File: src/rtl/systolic_ctrl.sv
// systolic_ctrl: sequences accumulator clear, skewed operand feed and drain for an NxN systolic MAC array
module systolic_ctrl #(
  parameter int DIM = 4,
  parameter int STEP_W = 8
) (
  input  logic                 clk_i,
  input  logic                 rst_ni,
  input  logic                 start_i,
  input  logic [STEP_W-1:0]    dim_i,
  input  logic [DIM*DIM-1:0]   ouflow_i,
  output logic                 busy_o,
  output logic                 clr_o,
  output logic [DIM-1:0]       row_en_o,
  output logic [DIM-1:0]       col_en_o,
  output logic [STEP_W-1:0]    step_o,
  output logic                 done_o,
  output logic                 res_valid_o,
  output logic                 ouflow_o,
  output logic                 err_o
);
  typedef enum logic [2:0] {IDLE, CLEAR, FEED, DRAIN, DONE} state_t;
  state_t state, state_nx;
  logic [STEP_W-1:0] step, n;
  logic dim_ok, accept, of_any;
  // next state, wavefront lane enables and overflow reduction over the active n x n corner
  always_comb begin
    dim_ok = dim_i != '0 && dim_i <= STEP_W'(DIM);
    accept = state == IDLE && start_i && dim_ok;
    state_nx = state;
    case (state)
      IDLE:    state_nx = accept ? CLEAR : IDLE;
      CLEAR:   state_nx = FEED;
      FEED:    state_nx = step == (n << 1) - STEP_W'(2) ? DRAIN : FEED;
      DRAIN:   state_nx = step == n * STEP_W'(3) - STEP_W'(2) ? DONE : DRAIN;
      default: state_nx = IDLE;
    endcase
    busy_o = state != IDLE;
    clr_o = state == CLEAR;
    done_o = state == DONE;
    step_o = (state == FEED || state == DRAIN) ? step : '0;
    row_en_o = '0;
    for (int i = 0; i < DIM; i++)
      row_en_o[i] = state == FEED && STEP_W'(i) < n && step >= STEP_W'(i) && step < STEP_W'(i) + n;
    col_en_o = row_en_o;
    of_any = 1'b0;
    for (int i = 0; i < DIM; i++)
      for (int j = 0; j < DIM; j++)
        of_any = of_any | (ouflow_i[i*DIM+j] && STEP_W'(i) < n && STEP_W'(j) < n);
  end
  // state register
  always_ff @(posedge clk_i)
    state <= !rst_ni ? IDLE : state_nx;
  // step counter, latched run size, reject pulse and sticky result flags
  always_ff @(posedge clk_i) begin
    if (!rst_ni) begin
      step <= '0;
      n <= '0;
      res_valid_o <= 1'b0;
      ouflow_o <= 1'b0;
      err_o <= 1'b0;
    end else begin
      err_o <= state == IDLE && start_i && !dim_ok;
      step <= (state == FEED || state == DRAIN) ? step + STEP_W'(1) : '0;
      if (accept) begin
        n <= dim_i;
        res_valid_o <= 1'b0;
        ouflow_o <= 1'b0;
      end else if (state == DONE) begin
        res_valid_o <= 1'b1;
        ouflow_o <= of_any;
      end
    end
  end
endmodule

File: config.mk
export PLATFORM = sky130hd
export DESIGN_NAME = systolic_ctrl
export DESIGN_NICKNAME = d
export VERILOG_FILES = /design/src/rtl/systolic_ctrl.sv
export SDC_FILE = /design/constraint.sdc
export NUM_CORES = 1
export LEC_CHECK = 0
export BUFFER_PORTS_ARGS = -buffer_cell sky130_fd_sc_hd__buf_2
export CAP_MARGIN = 20
export CORE_MARGIN = 2
export CORE_UTILIZATION = 57
export CTS_CLUSTER_DIAMETER = 50
export DETAILED_ROUTE_END_ITERATION = 6
export GPL_ROUTABILITY_DRIVEN = 1
export HOLD_SLACK_MARGIN = 0.15
export PLACE_DENSITY = 0.89
export SKIP_CTS_REPAIR_TIMING = 1
export SLEW_MARGIN = 10
export SYNTH_ARGS = -nofsm -noshare
export SYNTH_HDL_FRONTEND = slang
export SYNTH_SLANG_ARGS = --single-unit
File: constraint.sdc
create_clock -name clk_i -period 6.5 [get_ports clk_i]
set_input_delay 0.65 -clock clk_i [delete_from_list [all_inputs] [get_ports clk_i]]
set_output_delay 0.65 -clock clk_i [all_outputs]
set_load 0.005 [all_outputs]
; Word level (Yosys, flattened, before mapping)
; Cells that the tools add are included.
[classes]
muxes = 5
magnitude_cmp = 13
n_mul = 1
reduce_logical = 55
n_eq_ne = 6
bitwise_logic = 16
n_addsub = 6
[op_table]
columns = op, count
row1 = logical AND 1 bit, 48
row2 = < comparator 8 bit, 4
row3 = "adder 2 x 8 -> 8 bit, first input constant", 2
row4 = == test 8 bit, 2
row5 = "greater-or-equal comparator 8 x 1 -> 1 bit, second input constant", 2
row6 = "greater-or-equal comparator 8 x 2 -> 1 bit, second input constant", 2
row7 = "< comparator 1 x 8 -> 1 bit, first input constant", 2
row8 = "< comparator 2 x 8 -> 1 bit, first input constant", 2
row9 = "subtractor 8 x 2 -> 8 bit, second input constant", 2
row10 = bitwise OR 1 bit, 15
row11 = case mux 3 bit (4 select lines), 1
row12 = "adder 1 x 8 -> 8 bit, first input constant", 1
row13 = "adder 8 x 1 -> 8 bit, second input constant", 1
row14 = "less-or-equal comparator 8 x 3 -> 1 bit, second input constant", 1
row15 = "multiplier 8 x 2 -> 8 bit, second input constant", 1
row16 = 2-to-1 mux 8 bit, 1
row17 = nonzero test 8 bit, 1
row18 = "== test 3 x 2 -> 1 bit, second input constant", 2
row19 = "== test 3 x 1 -> 1 bit, second input constant", 1
row20 = "== test 3 bit, second input constant", 1
row21 = zero test 3 bit, 1
row22 = 2-to-1 mux 3 bit, 1
row23 = nonzero test 3 bit, 1
row24 = 2-to-1 mux 1 bit, 2
row25 = other kinds (5), 5
[word_totals]
ff_bits = 22
word_cells = 108

; Depth between registers and ports, before layout
[depth]
depth_word = 18
mapped_depth = 12

; Least setup slack after synthesis
; OpenSTA, ideal clock, no wires.
[synth_path]
path_type = reg-to-output
start = register n[1]
end = output row_en_o[3]
t_arrival_ps = 2401
path_buffers = 1
path_stages_with_launch = 12
setup_slack_ps = 3449
path_cell_list = dfxtp_1 -> inv_1 -> ha_1 -> a21oi_1 -> nor2b_1 -> xnor2_1 -> ha_1 -> a21o_1 -> a2111oi_0 -> o21ai_0 -> a41oi_1 -> buf_4
[synth_via]
elab_chain_len = 4
[synth_lines]
columns = item, line_no
row1 = "start, declared", 23  ; logic [STEP_W-1:0] step, n;
row2 = "start signal, assigned", 65  ; n <= dim_i;
row3 = "parallel branches: the longest is 3 deep, another holds adder 2 x 8 -> 8 bit", n/a
row4 = logical AND 1 bit *, 43  ; row_en_o[i] = state == FEED && STEP_W'(i) < n && step >= STEP_W'(i) && step < STEP_W'(i) + n;
row5 = "end, declared", 13  ; output logic [DIM-1:0] row_en_o,
; Mark *: on every way between the ends.

; Worst setup path after layout
[layout_path]
start = register n[1]
end = output col_en_o[3]
[layout_via]
elab_chain_len = 4
[layout_lines]
columns = item, line_no
row1 = "parallel branches: the longest is 3 deep, another holds adder 2 x 8 -> 8 bit", n/a
row2 = logical AND 1 bit *, 43
row3 = "end, declared", 14  ; output logic [DIM-1:0] col_en_o,
; Marked as above.

==> run summary <==
- antenna violations before repair: 0
- antenna violation net count after detailed routing: 0
- Max Freq: 267.1 MHz
- Buf+Inv Stages, Crit Path: 3
- required time of the worst setup path: 5.85 ns
- syn nets: 390
- cell accounting for the most synthesized area: sky130_fd_sc_hd__ha_1
- Final Slew Violations: 0
- filler cell count in the final layout: 362
- Worst Hold Path EP: res_valid_o$_SDFFE_PP0P_
- number of H-tree branching levels: 1
- Final Net Count: 430
- first-iteration detailed-routing DRC count: 117
- sequential cell fraction of total power: 48.3%
- area of the multi-input gates: 1997 sq um
- total power divided by cell area: 96.46 nW/um^2
- number of cells traversed by the worst hold path: 1
- synthesized instance count: 305
- clock sink count: 22
- fin worst setup slack: 2.756 ns
- fraction of synthesized cell area taken by the top area cell type: 27.12%
- grt ovf: 0
- placer's final routability congestion estimate: 0.9146
- flip-flop and latch count after synthesis: 22
- Mapped Area: 2630 sq um
- cells traversed along the worst timing path: inv_1 -> ha_1 -> inv_1 -> and3_1 -> xnor2_1 -> ha_1 -> a21o_1 -> a2111oi_0 -> o21ai_0 -> a41oi_1 -> buf_2
- P&R area growth vs syn: 10.56%
- largest stage delay on the critical path: 0.52 ns
- power share of the clock group: 45.2%
- CTS buffer count: 3
- largest cells by area after synthesis: sky130_fd_sc_hd__ha_1, sky130_fd_sc_hd__dfxtp_1, sky130_fd_sc_hd__xnor2_1, sky130_fd_sc_hd__xor2_1, sky130_fd_sc_hd__inv_1
- Top-Level Pins: 49
- Total Negative Setup Slacks: 0 ns
- remaining routing DRC violations: 0
- number of detailed-routing iterations run before antenna repair: 4
- share of final-layout standard cells stronger than drive strength 1: 16.57%
- total internal power: 227.3 uW
- reg2reg setup slack: 3.40 ns
- latest clock arrival within the worst-skew pair: 0.26 ns
- final hold viol count: 0
- transition at the pin with the smallest max-transition slack: 0.6051 ns
- global-route total usage across every layer: 25.84%
- data arrival time of the critical path: 3.09 ns
- CP max stage cell: sky130_fd_sc_hd__dfxtp_1
- final critical path time including I/O delays and setup: 3.744 ns
- FF/Latch Area: 440.4 sq um
- most repeated cell in the gate-level netlist after synthesis: sky130_fd_sc_hd__ha_1
- RSZ-0062 raised after global routing: false
- maximum number of pins on one net before global-route repair: 14
- hold crit path type: reg -> reg
- IO buf count: 48
- worst slack on hold paths: 0.4676 ns
- number of enable-type register cells in the synthesized netlist: 0
- synth unique cells: 42
- Post-Place Setup Slack: 3.137 ns
- LEAKAGE: 1.441 nW
- ANT cells: 0
- mean number of vias per cell: 5.828
- start-to-end type of the worst setup path: reg -> out
- mean instance size in the synthesized netlist: 8.623 sq um
- synth warn: 0
- net switching component of the power: 53.17 uW
- first-pass GRT wire length: 10470 microns
- via count of the first global-routing pass: 2309
- Die Outline Area: 5173 sq um
- critical path depth in cells: 11
- CTS clk-pin slew, worst paths: 0.08 ns
- Reg2Reg Depth: 10
- number of buffers on the longest clock path: 2
- critical path's top delay family: compound AO/OA/AOI/OAI gates
- width of the chip: 71.93 microns
- sequential cell area fraction in the yosys report: 16.75%
- via total after detailed routing: 2308
- initial core utilization: 59.58%
- final WL: 6478 microns
- design area: 2908 sq um
- launch point of the worst hold path: res_valid_o$_SDFFE_PP0P_
- buffer type at the clock tree root: sky130_fd_sc_hd__clkbuf_8
- switch share: 18.96%
- DR WL/cell: 16.36 microns
- Max Clock Skew: 0.002141 ns
- worst flop-to-flop path endpoint: state[2]$_SDFF_PN0_
- list of most frequent post-synthesis cells: sky130_fd_sc_hd__ha_1, sky130_fd_sc_hd__xnor2_1, sky130_fd_sc_hd__inv_1, sky130_fd_sc_hd__dfxtp_1
- placeable core region: 4414 sq um
- DIE HEIGHT: 71.93 microns
- Max VDD drop: 0.1019 mV
- total placed instance area: 2836 sq um
- HPWL reported at the end of detailed placement: 5062 microns
- utilization after layout: 65.87%
- number of placement rows: 24
- launching point of the worst reg2reg path: n[1]$_SDFFE_PN0P_
- reported max-cap violation count: 0
- final count of negative-setup-slack endpoints: 0
- fin crit share: 57.60%
- dominant register cell in the synthesized netlist: sky130_fd_sc_hd__dfxtp_1
- kind of end point of the critical path: primary output
- TritonCTS clock tree: done
- outcome: complete, no violations
- kind of start point of the critical path: flop
- critical path peak fanout: 9
- async set-reset flop share out of synthesis: 0%
- headroom to the max-slew limit: 58.62%
- portion of total power attributed to combinational logic: 6.5%
state kept, by name, summed over array words and instances (netlist names):
name,flops
n,8
step,8
state,3
err_o,1
ouflow_o,1
res_valid_o,1
power by group through the flow:
| stage | sequential, mW | clock, mW | combinational [mW] |
|---|---|---|---|
| after CTS | 0.136 | 0.128 | 0.0182 |
| final | 0.136 | 0.127 | 0.0182 |
| after global placement | 0.139 | 0 | 0.0175 |
| after floorplan | 0.139 | 0 | 0.00768 |
| after global routing | 0.136 | 0.135 | 0.0199 |
| after detailed placement | 0.139 | 0 | 0.0180 |
worst reg2reg max path: stages, from the launching register on:
cell                      delay, ns
sky130_fd_sc_hd__dfxtp_1       0.52
sky130_fd_sc_hd__inv_1         0.20
sky130_fd_sc_hd__ha_1          0.32
sky130_fd_sc_hd__inv_1         0.06
sky130_fd_sc_hd__ha_1          0.23
sky130_fd_sc_hd__fa_1          0.46
sky130_fd_sc_hd__xor2_1        0.17
sky130_fd_sc_hd__nor4b_1       0.41
sky130_fd_sc_hd__nand3_1       0.14
sky130_fd_sc_hd__nor3_1        0.28
sky130_fd_sc_hd__and4_2        0.26
final cells by class:
class / count / share of cell area, %
multi-input cells: 245 / 68.67
flip-flops and latches: 22 / 15.15
clock buffers: 3 / 1.420
inverters: 25 / 3.227
well taps: 52 / 2.238
repair buffers: 48 / 8.262
clock inverters: 1 / 1.033
cell usage in the layout, fill, tap and decap left out, drive strengths merged, types with 8 or more instances in the layout:
| master | instances |
|---|---|
| a21o | 8 |
| a21oi | 10 |
| and2 | 13 |
| buf | 48 |
| dfxtp | 22 |
| ha | 57 |
| inv | 25 |
| nand2 | 11 |
| nand3 | 14 |
| nor2 | 15 |
| nor2b | 10 |
| o21a | 9 |
| xnor2 | 31 |
| xor2 | 15 |
through the flow:
| step | power [mW] | std cells |
|---|---|---|
| finish | 0.2805 | 396 |
| global route | 0.2906 | 396 |
| CTS | 0.2814 | 396 |
| detailed placement | 0.1567 | 392 |
| global placement | 0.1562 | 392 |
| floorplan | 0.1463 | 305 |
cells by family after synthesis:
| family | share of synthesized area, % |
|---|---|
| compound gates | 12.99 |
| xor+xnor | 15.32 |
| fa+ha+maj | 27.88 |
| buf+inv | 7.327 |
| flops | 16.75 |
| mux | 1.142 |
| simple gates | 18.60 |
per-layer routing:
layer	vias to the layer above	wire [microns]	track usage [%]
met5	-	0	0
met4	0	161	10.06
met3	18	400	4.167
met2	83	3119	45.68
met1	1079	2796	31.35
li1	1128	-	-
worst max-delay path by stage:
stage	startpoint	endpoint	slack, ns
3_3_place_gp	n[1]$_SDFFE_PN0P_	col_en_o[3]	3.32
4_1_cts	n[1]$_SDFFE_PN0P_	row_en_o[3]	2.82
3_5_place_dp	n[1]$_SDFFE_PN0P_	row_en_o[3]	3.14
6_report	n[1]$_SDFFE_PN0P_	col_en_o[3]	2.76
2_1_floorplan	n[1]$_SDFFE_PN0P_	row_en_o[3]	3.45
5_1_grt	n[1]$_SDFFE_PN0P_	col_en_o[3]	2.61
Note: power is estimated with default switching activity, not from simulation.
